### config.mk
export PLATFORM = sky130hd
export DESIGN_NAME = pc_sequencer
export DESIGN_NICKNAME = d
export VERILOG_FILES = /design/src/rtl/pc_sequencer_pkg.sv /design/src/rtl/pc_src_select.sv /design/src/rtl/pc_sequencer.sv
export SDC_FILE = /design/constraint.sdc
export NUM_CORES = 1
export LEC_CHECK = 0
export CAP_MARGIN = 20
export CORE_MARGIN = 2
export CORE_UTILIZATION = 38
export DETAILED_ROUTE_END_ITERATION = 7
export HOLD_SLACK_MARGIN = 0.08
export PLACE_DENSITY_LB_ADDON = 0.05
export SLEW_MARGIN = 20
export SYNTH_ARGS = -nofsm -noshare
export SYNTH_HDL_FRONTEND = slang
export SYNTH_HIERARCHICAL = 1
export SYNTH_SLANG_ARGS = --single-unit
### constraint.sdc
create_clock -name clk -period 2.7 [get_ports clk]
set_input_delay 0.405 -clock clk [delete_from_list [all_inputs] [get_ports clk]]
set_output_delay 0.405 -clock clk [all_outputs]
set_load 0.05 [all_outputs]
### src/rtl/pc_sequencer_pkg.sv
// Shared types for the next-PC sequencer: FSM state encoding, next-PC source
// selector, and the instruction-size shift helper.
package pc_sequencer_pkg;

    typedef enum logic [1:0] {
        BOOT   = 2'd0,
        RUN    = 2'd1,
        HALTED = 2'd2
    } state_e;

    typedef enum logic [2:0] {
        SRC_HOLD = 3'd0,
        SRC_SEQ  = 3'd1,
        SRC_BR   = 3'd2,
        SRC_J    = 3'd3,
        SRC_JR   = 3'd4
    } src_e;

    localparam int unsigned DEF_INSTR_BYTES = 4;
    localparam int unsigned S_DEF           = $clog2(DEF_INSTR_BYTES);

    // Byte-offset bits below the instruction index.
    function automatic int unsigned instr_shift(input int unsigned bytes);
        return $clog2(bytes);
    endfunction

    function automatic logic is_redirect(input src_e src);
        return (src == SRC_BR) || (src == SRC_J) || (src == SRC_JR);
    endfunction

endpackage

### src/rtl/pc_src_select.sv
// Combinational next-PC priority encoder and WIDTH-generic source mux.
// jumpReg > jump > branch > sequential > hold; nothing redirects during BOOT.
module pc_src_select
    import pc_sequencer_pkg::*;
#(
    parameter int unsigned WIDTH       = 32,
    parameter int unsigned INSTR_BYTES = 4,
    parameter int unsigned JUMP_TGT_W  = 26
) (
    input  state_e                  state,
    input  logic [WIDTH-1:0]        pc,
    input  logic [WIDTH-1:0]        pc_plus,
    input  logic                    handshake,
    input  logic                    branch_taken,
    input  logic [WIDTH-1:0]        branch_target,
    input  logic                    jump,
    input  logic [JUMP_TGT_W-1:0]   jump_index,
    input  logic                    jump_reg,
    input  logic [WIDTH-1:0]        jump_reg_target,
    output logic [WIDTH-1:0]        next_pc,
    output src_e                    src,
    output logic                    misaligned
);

    localparam int unsigned      S          = instr_shift(INSTR_BYTES);
    localparam logic [WIDTH-1:0] ALIGN_MASK = WIDTH'(INSTR_BYTES - 1);
    // Bits replaced by the J-type index plus the byte offset below it.
    localparam logic [WIDTH-1:0] LOW_MASK   = (WIDTH'(1) << (JUMP_TGT_W + S)) - WIDTH'(1);

    logic [WIDTH-1:0] jump_tgt;
    logic             jr_bad;

    assign jump_tgt = (pc_plus & ~LOW_MASK) | (WIDTH'(jump_index) << S);
    assign jr_bad   = |(jump_reg_target & ALIGN_MASK);

    always_comb begin
        src        = SRC_HOLD;
        misaligned = 1'b0;
        if (state != BOOT) begin
            if (jump_reg) begin
                if (jr_bad) begin
                    misaligned = 1'b1;
                end else begin
                    src = SRC_JR;
                end
            end else if (jump) begin
                src = SRC_J;
            end else if (branch_taken) begin
                src = SRC_BR;
            end else if ((state == RUN) && handshake) begin
                src = SRC_SEQ;
            end
        end
    end

    always_comb begin
        next_pc = pc;
        case (src)
            SRC_SEQ: next_pc = pc_plus;
            SRC_BR:  next_pc = branch_target;
            SRC_J:   next_pc = jump_tgt;
            SRC_JR:  next_pc = jump_reg_target;
            default: next_pc = pc;
        endcase
    end

endmodule

### src/rtl/pc_sequencer.sv
// Front-of-fetch PC sequencer: registered PC, BOOT/RUN/HALTED control,
// fetch handshake and one-cycle redirect / alignment-trap pulses.
module pc_sequencer
    import pc_sequencer_pkg::*;
#(
    parameter int unsigned      WIDTH        = 32,
    parameter logic [WIDTH-1:0] RESET_VECTOR = '0,
    parameter int unsigned      INSTR_BYTES  = DEF_INSTR_BYTES,
    parameter int unsigned      JUMP_TGT_W   = 26
) (
    input  logic                  clk,
    input  logic                  reset,
    input  logic                  fetchReady,
    output logic                  fetchValid,
    output logic [WIDTH-1:0]      fetchAddr,
    output logic [WIDTH-1:0]      pcPlusFour,
    input  logic                  branchTaken,
    input  logic [WIDTH-1:0]      branchTarget,
    input  logic                  jump,
    input  logic [JUMP_TGT_W-1:0] jumpIndex,
    input  logic                  jumpReg,
    input  logic [WIDTH-1:0]      jumpRegTarget,
    input  logic                  halt,
    input  logic                  resume,
    output logic                  redirected,
    output logic                  alignErr,
    output logic                  halted
);

    state_e           state_q, state_d;
    logic [WIDTH-1:0] pc_q, pc_d;
    logic             redirected_q, redirected_d;
    logic             align_err_q, align_err_d;

    logic [WIDTH-1:0] next_pc;
    src_e             src;
    logic             misaligned;

    assign pcPlusFour = pc_q + WIDTH'(INSTR_BYTES);
    assign fetchAddr  = pc_q;
    assign fetchValid = (state_q == RUN);
    assign halted     = (state_q == HALTED);
    assign redirected = redirected_q;
    assign alignErr   = align_err_q;

    pc_src_select #(
        .WIDTH       (WIDTH),
        .INSTR_BYTES (INSTR_BYTES),
        .JUMP_TGT_W  (JUMP_TGT_W)
    ) u_src_select (
        .state           (state_q),
        .pc              (pc_q),
        .pc_plus         (pcPlusFour),
        .handshake       (fetchValid && fetchReady),
        .branch_taken    (branchTaken),
        .branch_target   (branchTarget),
        .jump            (jump),
        .jump_index      (jumpIndex),
        .jump_reg        (jumpReg),
        .jump_reg_target (jumpRegTarget),
        .next_pc         (next_pc),
        .src             (src),
        .misaligned      (misaligned)
    );

    always_comb begin
        state_d      = state_q;
        pc_d         = next_pc;
        redirected_d = is_redirect(src);
        align_err_d  = misaligned;
        case (state_q)
            BOOT: state_d = RUN;
            RUN: begin
                if (misaligned || halt) begin
                    state_d = HALTED;
                end
            end
            HALTED: begin
                // halt held alongside resume keeps the core parked
                if (!misaligned && resume && !halt) begin
                    state_d = RUN;
                end
            end
            default: state_d = BOOT;
        endcase
    end

    always_ff @(posedge clk) begin
        if (reset) begin
            state_q      <= BOOT;
            pc_q         <= RESET_VECTOR;
            redirected_q <= 1'b0;
            align_err_q  <= 1'b0;
        end else begin
            state_q      <= state_d;
            pc_q         <= pc_d;
            redirected_q <= redirected_d;
            align_err_q  <= align_err_d;
        end
    end

endmodule

# Word-level counts from Yosys, hierarchy flattened
# Cells that the tools add are included.
[op_classes]
eq_ne = 8
n_shift = 0
n_lt_le_gt_ge = 0
add_sub_neg = 1
muxes = 13
n_bitwise = 1
mul = 0
n_div = 0
n_reduce_logical = 14
[op_table]
columns = ["cell", "n"]
rows = [
  ["$pmux W32 S4", 1],
  ["$add A32 B3 Y32 const B", 1],
  ["$or A32 B28 Y32", 1],
  ["$mux W3", 5],
  ["$eq A3 B2 Y1 const B", 2],
  ["$pmux W2 S3", 1],
  ["$logic_and A1 B1 Y1", 4],
  ["$mux W1", 4],
  ["$mux W2", 2],
  ["$ne A2 B1 Y1 const B", 2],
  ["$reduce_bool A4 Y1", 1],
  ["$eq A3 B1 Y1 const B", 1],
  ["$eq A3 B3 Y1 const B", 1],
  ["$logic_or A1 B1 Y1", 3],
  ["$eq A2 B1 Y1 const B", 1],
  ["$eq A2 B2 Y1 const B", 1],
  ["$logic_not A1 Y1", 2],
  ["$logic_not A2 Y1", 1],
  ["$reduce_and A2 Y1", 1],
  ["$reduce_bool A2 Y1", 1],
  ["$reduce_or A2 Y1", 1],
]
[totals]
out_inout_bits = 68
in_bits = 98
reg_bits = 36
mem_count = 0
ramBits = 0
rom_bits = 0
latch_bits = 0

# Logic depth before layout (Yosys ltp)
[logic_depth]
ltp_word = 11
ltp_mapped = 9
ltp_nobuf = 8

# Modules after synthesis
# Netlist, hierarchy kept.
[modules_own_cells]
columns = ["module", "instances", "area_each_um2", "cells_per_inst", "seq_area_each_um2"]
rows = [
  ["pc_sequencer", 1, 1594.0, 167, 720.7],
  ["pc_src_select", 1, 1189.9, 172, 0.0],
]

# Least setup slack after synthesis
# Ideal clock, no wire load.
[synth_timing]
path_type = "reg-to-reg"
startpoint = "reg pc_q[2] (netlist: fetchAddr[2])"
endpoint = "reg pc_q[28] (netlist: fetchAddr[28])"
path_stages_with_launch = 9
t_required_ns = 2.634
slack_ns = -0.494
synth_period_minus_slack_ns = 3.194
t_arrival_ns = 3.128
setup_ns = 0.066
path_cell_list = "dfxtp_1 > ha_1 > nand3_1 > nor4_4 > nand4_1 > xnor2_1 > a222oi_1 > a21oi_1 > nor2b_1"
[synth_via]
elab_chain_cells = 3
[synth_lines]
columns = ["item", "line", "text"]
rows = [
  ["from (decl)", "pc_sequencer.sv:31", "logic [WIDTH-1:0] pc_q, pc_d;"],
  ["from (signal assigned)", "pc_sequencer.sv:96", "pc_q <= pc_d;"],
  ["$add A32 B3 Y32 *", "pc_sequencer.sv:39", "assign pcPlusFour = pc_q + WIDTH'(INSTR_BYTES);"],
  ["named net pcPlusFour[28]", "pc_sequencer.sv:16", "output logic [WIDTH-1:0] pcPlusFour,"],
  ["$or A32 B28 Y32", "pc_src_select.sv:33", "assign jump_tgt = (pc_plus & ~LOW_MASK) | (WIDTH'(jump_index) << S);"],
  ["$pmux W32 S4 *", "pc_src_select.sv:58", "case (src)"],
  ["named net next_pc[28]", "pc_sequencer.sv:35", "logic [WIDTH-1:0] next_pc;"],
]
# The timed path passes the listed nets; every way through them passes the cells marked *.
# A chain may end at the register's enable or synchronous reset.

# Final worst setup path
[layout_timing]
startpoint = "reg pc_q[4] (netlist: fetchAddr[4])"
endpoint = "out pcPlusFour[9]"
[layout_via]
elab_chain_cells = 1
[layout_lines]
columns = ["item", "line"]
rows = [
  ["$add A32 B3 Y32", "pc_sequencer.sv:39"],
  ["to (decl)", "pc_sequencer.sv:16"],
]
# No other way between the ends.

==> metrics <==
FF-to-FF path depth 7; cts bufs inserted 5; total power consumption of the routed design roughly 0.0023 W; category of the most critical setup path register to output port; hold violation count in the final report 0; via count of the routed design 3,368; Final Net Count 602; share of final-layout standard cells stronger than drive strength 1 roughly 16%; cells taking the most area after synthesis dfxtp_1, nor2b_1, a22o_1; synthesis-to-layout area growth 82.2%; unique cell type count in the Yosys netlist 44; final worst path period share a little over nine tenths; sort of element at the end of the critical path output port; Min Clock Period, post-route about 2600 ps; number of design-rule violations left by the first detailed-router iteration 144; sequential element share of the synthesized area roughly 26%; Yosys top cell area share 25.9%; placement row count 31; critical path depth in cells 4; number of nets with antenna violations after routing 0; post-synthesis instance total ~340; GPL Wtd Cong 0.839; Req. time, crit path about 2300 ps; HPWL Detailed approximately 8.0 mm; final wirelength between 10 and 15 mm; worst-case clock skew roughly 6.0 ps; cell area after technology mapping roughly 0.0028 sq mm; number of inserted diodes 0; global-route wire length before repair 15.9 mm; Avg WL per Cell 17.9 um; TritonCTS clock tree done; number of port buffers 165; worst rel slew slack between 50% and 60%; # DRC 0; Setup Viol. Count Final 0; clock insertion delay at the later pin of the skew report ~280 ps; routed via count divided by cell count about 5.6; core occupancy in the finished layout between 70% and 80%; Clock Root Buffer clkbuf_8; type of origin of the critical path register; Peak supply drop ~240 uV; number of buffer and inverter stages on the critical path 1; cell depth of the worst min-delay path 3; final instance area slightly above 0.005 sq mm; clock tree buffer depth 2; pin slew with the least headroom to its limit about 610 ps; result of the run completed; Clock Sinks 36; Yosys top cell by area dfxtp_1; unrepaired setup endpoints after global routing no; Cells after DPL between 500 and 600; Largest stage delay, worst path approximately 840 ps; CTS H-tree lvls 2; worst min-delay path class register to register; total global routing track utilization approximately a quarter; global route total overflow 0; power per cell area approximately 460 mW/mm^2; Placement Cell Area ~0.0050 sq mm; Detailed Routing Iterations Pass 1 5; final hold slack just over 600 ps; Initial Utilization between 30% and 40%; via count of the first global-routing pass 3,260; Floorplan Core Area 0.00718 sq mm; mean cell area of the mapped netlist 8.21 sq um; CP arrival about 2200 ps; I/O pins roughly 170; crit-path cells and4_1 -> nand4_1 -> xnor2_1 -> clkdlybuf4s50_1; maximum net fanout on the critical path 7; max-slew violation count 0; final instance count without filler cells 603; number of warnings printed during yosys synthesis 6; leakage power 1.98 nW; DIE AREA ~0.0080 sq mm; height of the die roughly 90 um; leading cell type in the layout, fill and taps excluded clkdlybuf4s50_1; number of nets in the synthesized netlist ~440; Hold-fix buffers, CTS 0; max-cap violations 0; largest net degree at the start of global routing 37; master of the slowest instance on the critical path clkdlybuf4s50_1; commonest cells after routing, fill and taps aside clkdlybuf4s50_1, nor2b_1, dfxtp_1; f_max about 380 MHz; width of the die 89.6 um; number of synthesized register bits 36; initial antenna violation count 0; cell type group with the largest total delay on the critical path buffers and inverters; register clock-pin slew on the reported worst setup and hold paths 70 ps
cells in the mapped netlist (all sizes together):
library cell and instances:
nor2b 38, dfxtp 36, a22o 25, nor3 24, xnor2 22, nor2 21, buf 19, nand3 17
a22oi 16, o21ai 15, a2bb2oi 13, nand2 12, a21oi 10, clkbuf 10, a222oi 9, nand4 9
a221oi 7, and3 7, xor2 6, nor4 4, inv 3, and2 2, and4 2, a2111oi 1
and4b 1, clkinv 1, ha 1, mux2i 1, nor3b 1, o21a 1, o21ba 1, o22a 1
o31a 1, o31ai 1, or3 1
what timing repair did:
action,CTS,global route
setup endpoints to repair,0,9
setup buffers,0,2
gates resized for setup,0,2
worst register-to-register path: cells and delay by family (launching register included):
| kind | cells | cell delay (ps) |
|---|---|---|
| AO/OA/AOI/OAI | 2 | 440 |
| XOR/XNOR | 1 | 200 |
| flip-flops | 1 | 570 |
| AND/OR/NAND/NOR | 4 | 1040 |
flip-flops by register name (all words and copies together) (netlist names):
register and count:
fetchAddr 32, redirected 1, alignErr 1, state_q 2
stage by stage:
step | worst slack (ps) | setup TNS, ps
after global routing | 15.6 | 0
after CTS | 45.3 | 0
after global placement | 247 | 0
after detailed placement | 272 | 0
after floorplan | -156 | -363
final | 90.3 | 0
final timing paths:
| check | startpoint | endpoint | slack (ps) |
|---|---|---|---|
| hold reg to reg | fetchAddr[0] | fetchAddr[0] | 620 |
| setup / recovery | fetchAddr[4] | pcPlusFour[9] | 90 |
| setup reg to reg | fetchAddr[24] | fetchAddr[30] | 330 |
| hold / removal | fetchAddr[0] | fetchAddr[0] | 620 |
kinds of logic (layout without fill, tap and decap cells):
| family | Yosys count | in the layout | synth area share (%) |
|---|---|---|---|
| simple gates | 139 | 139 | 28.6 |
| flops | 36 | 36 | 25.9 |
| buf+inv | 33 | 198 | 7.37 |
| compound gates | 101 | 101 | 28.5 |
| xor+xnor | 28 | 28 | 8.81 |
| fa+ha+maj | 1 | 1 | 0.449 |
| mux | 1 | 1 | 0.360 |
per-layer routing:
layer  up-vias  share of wire (%)  global-route usage [%]
met2       170                 48                    43.8
met5         -                  0                       0
met1      1571                 42                    31.6
met3        18                8.6                    6.12
met4         0                1.6                    8.55
li1       1609                  -                       -
cell type report:
class,count,area (sq um)
multi-input combinational,270,2100
sequential,36,726
clock buffer,8,90.1
timing repair buffer,186,2000
inverter,4,27.5
fill,582,2100
tap,99,124
power breakdown:
group | switching, W | internal, W
Combinational | 0.000663 | 0.000575
Sequential | 0.0000933 | 0.000587
Clock | 0.000195 | 0.000208
(Power assumes the default switching activity.)
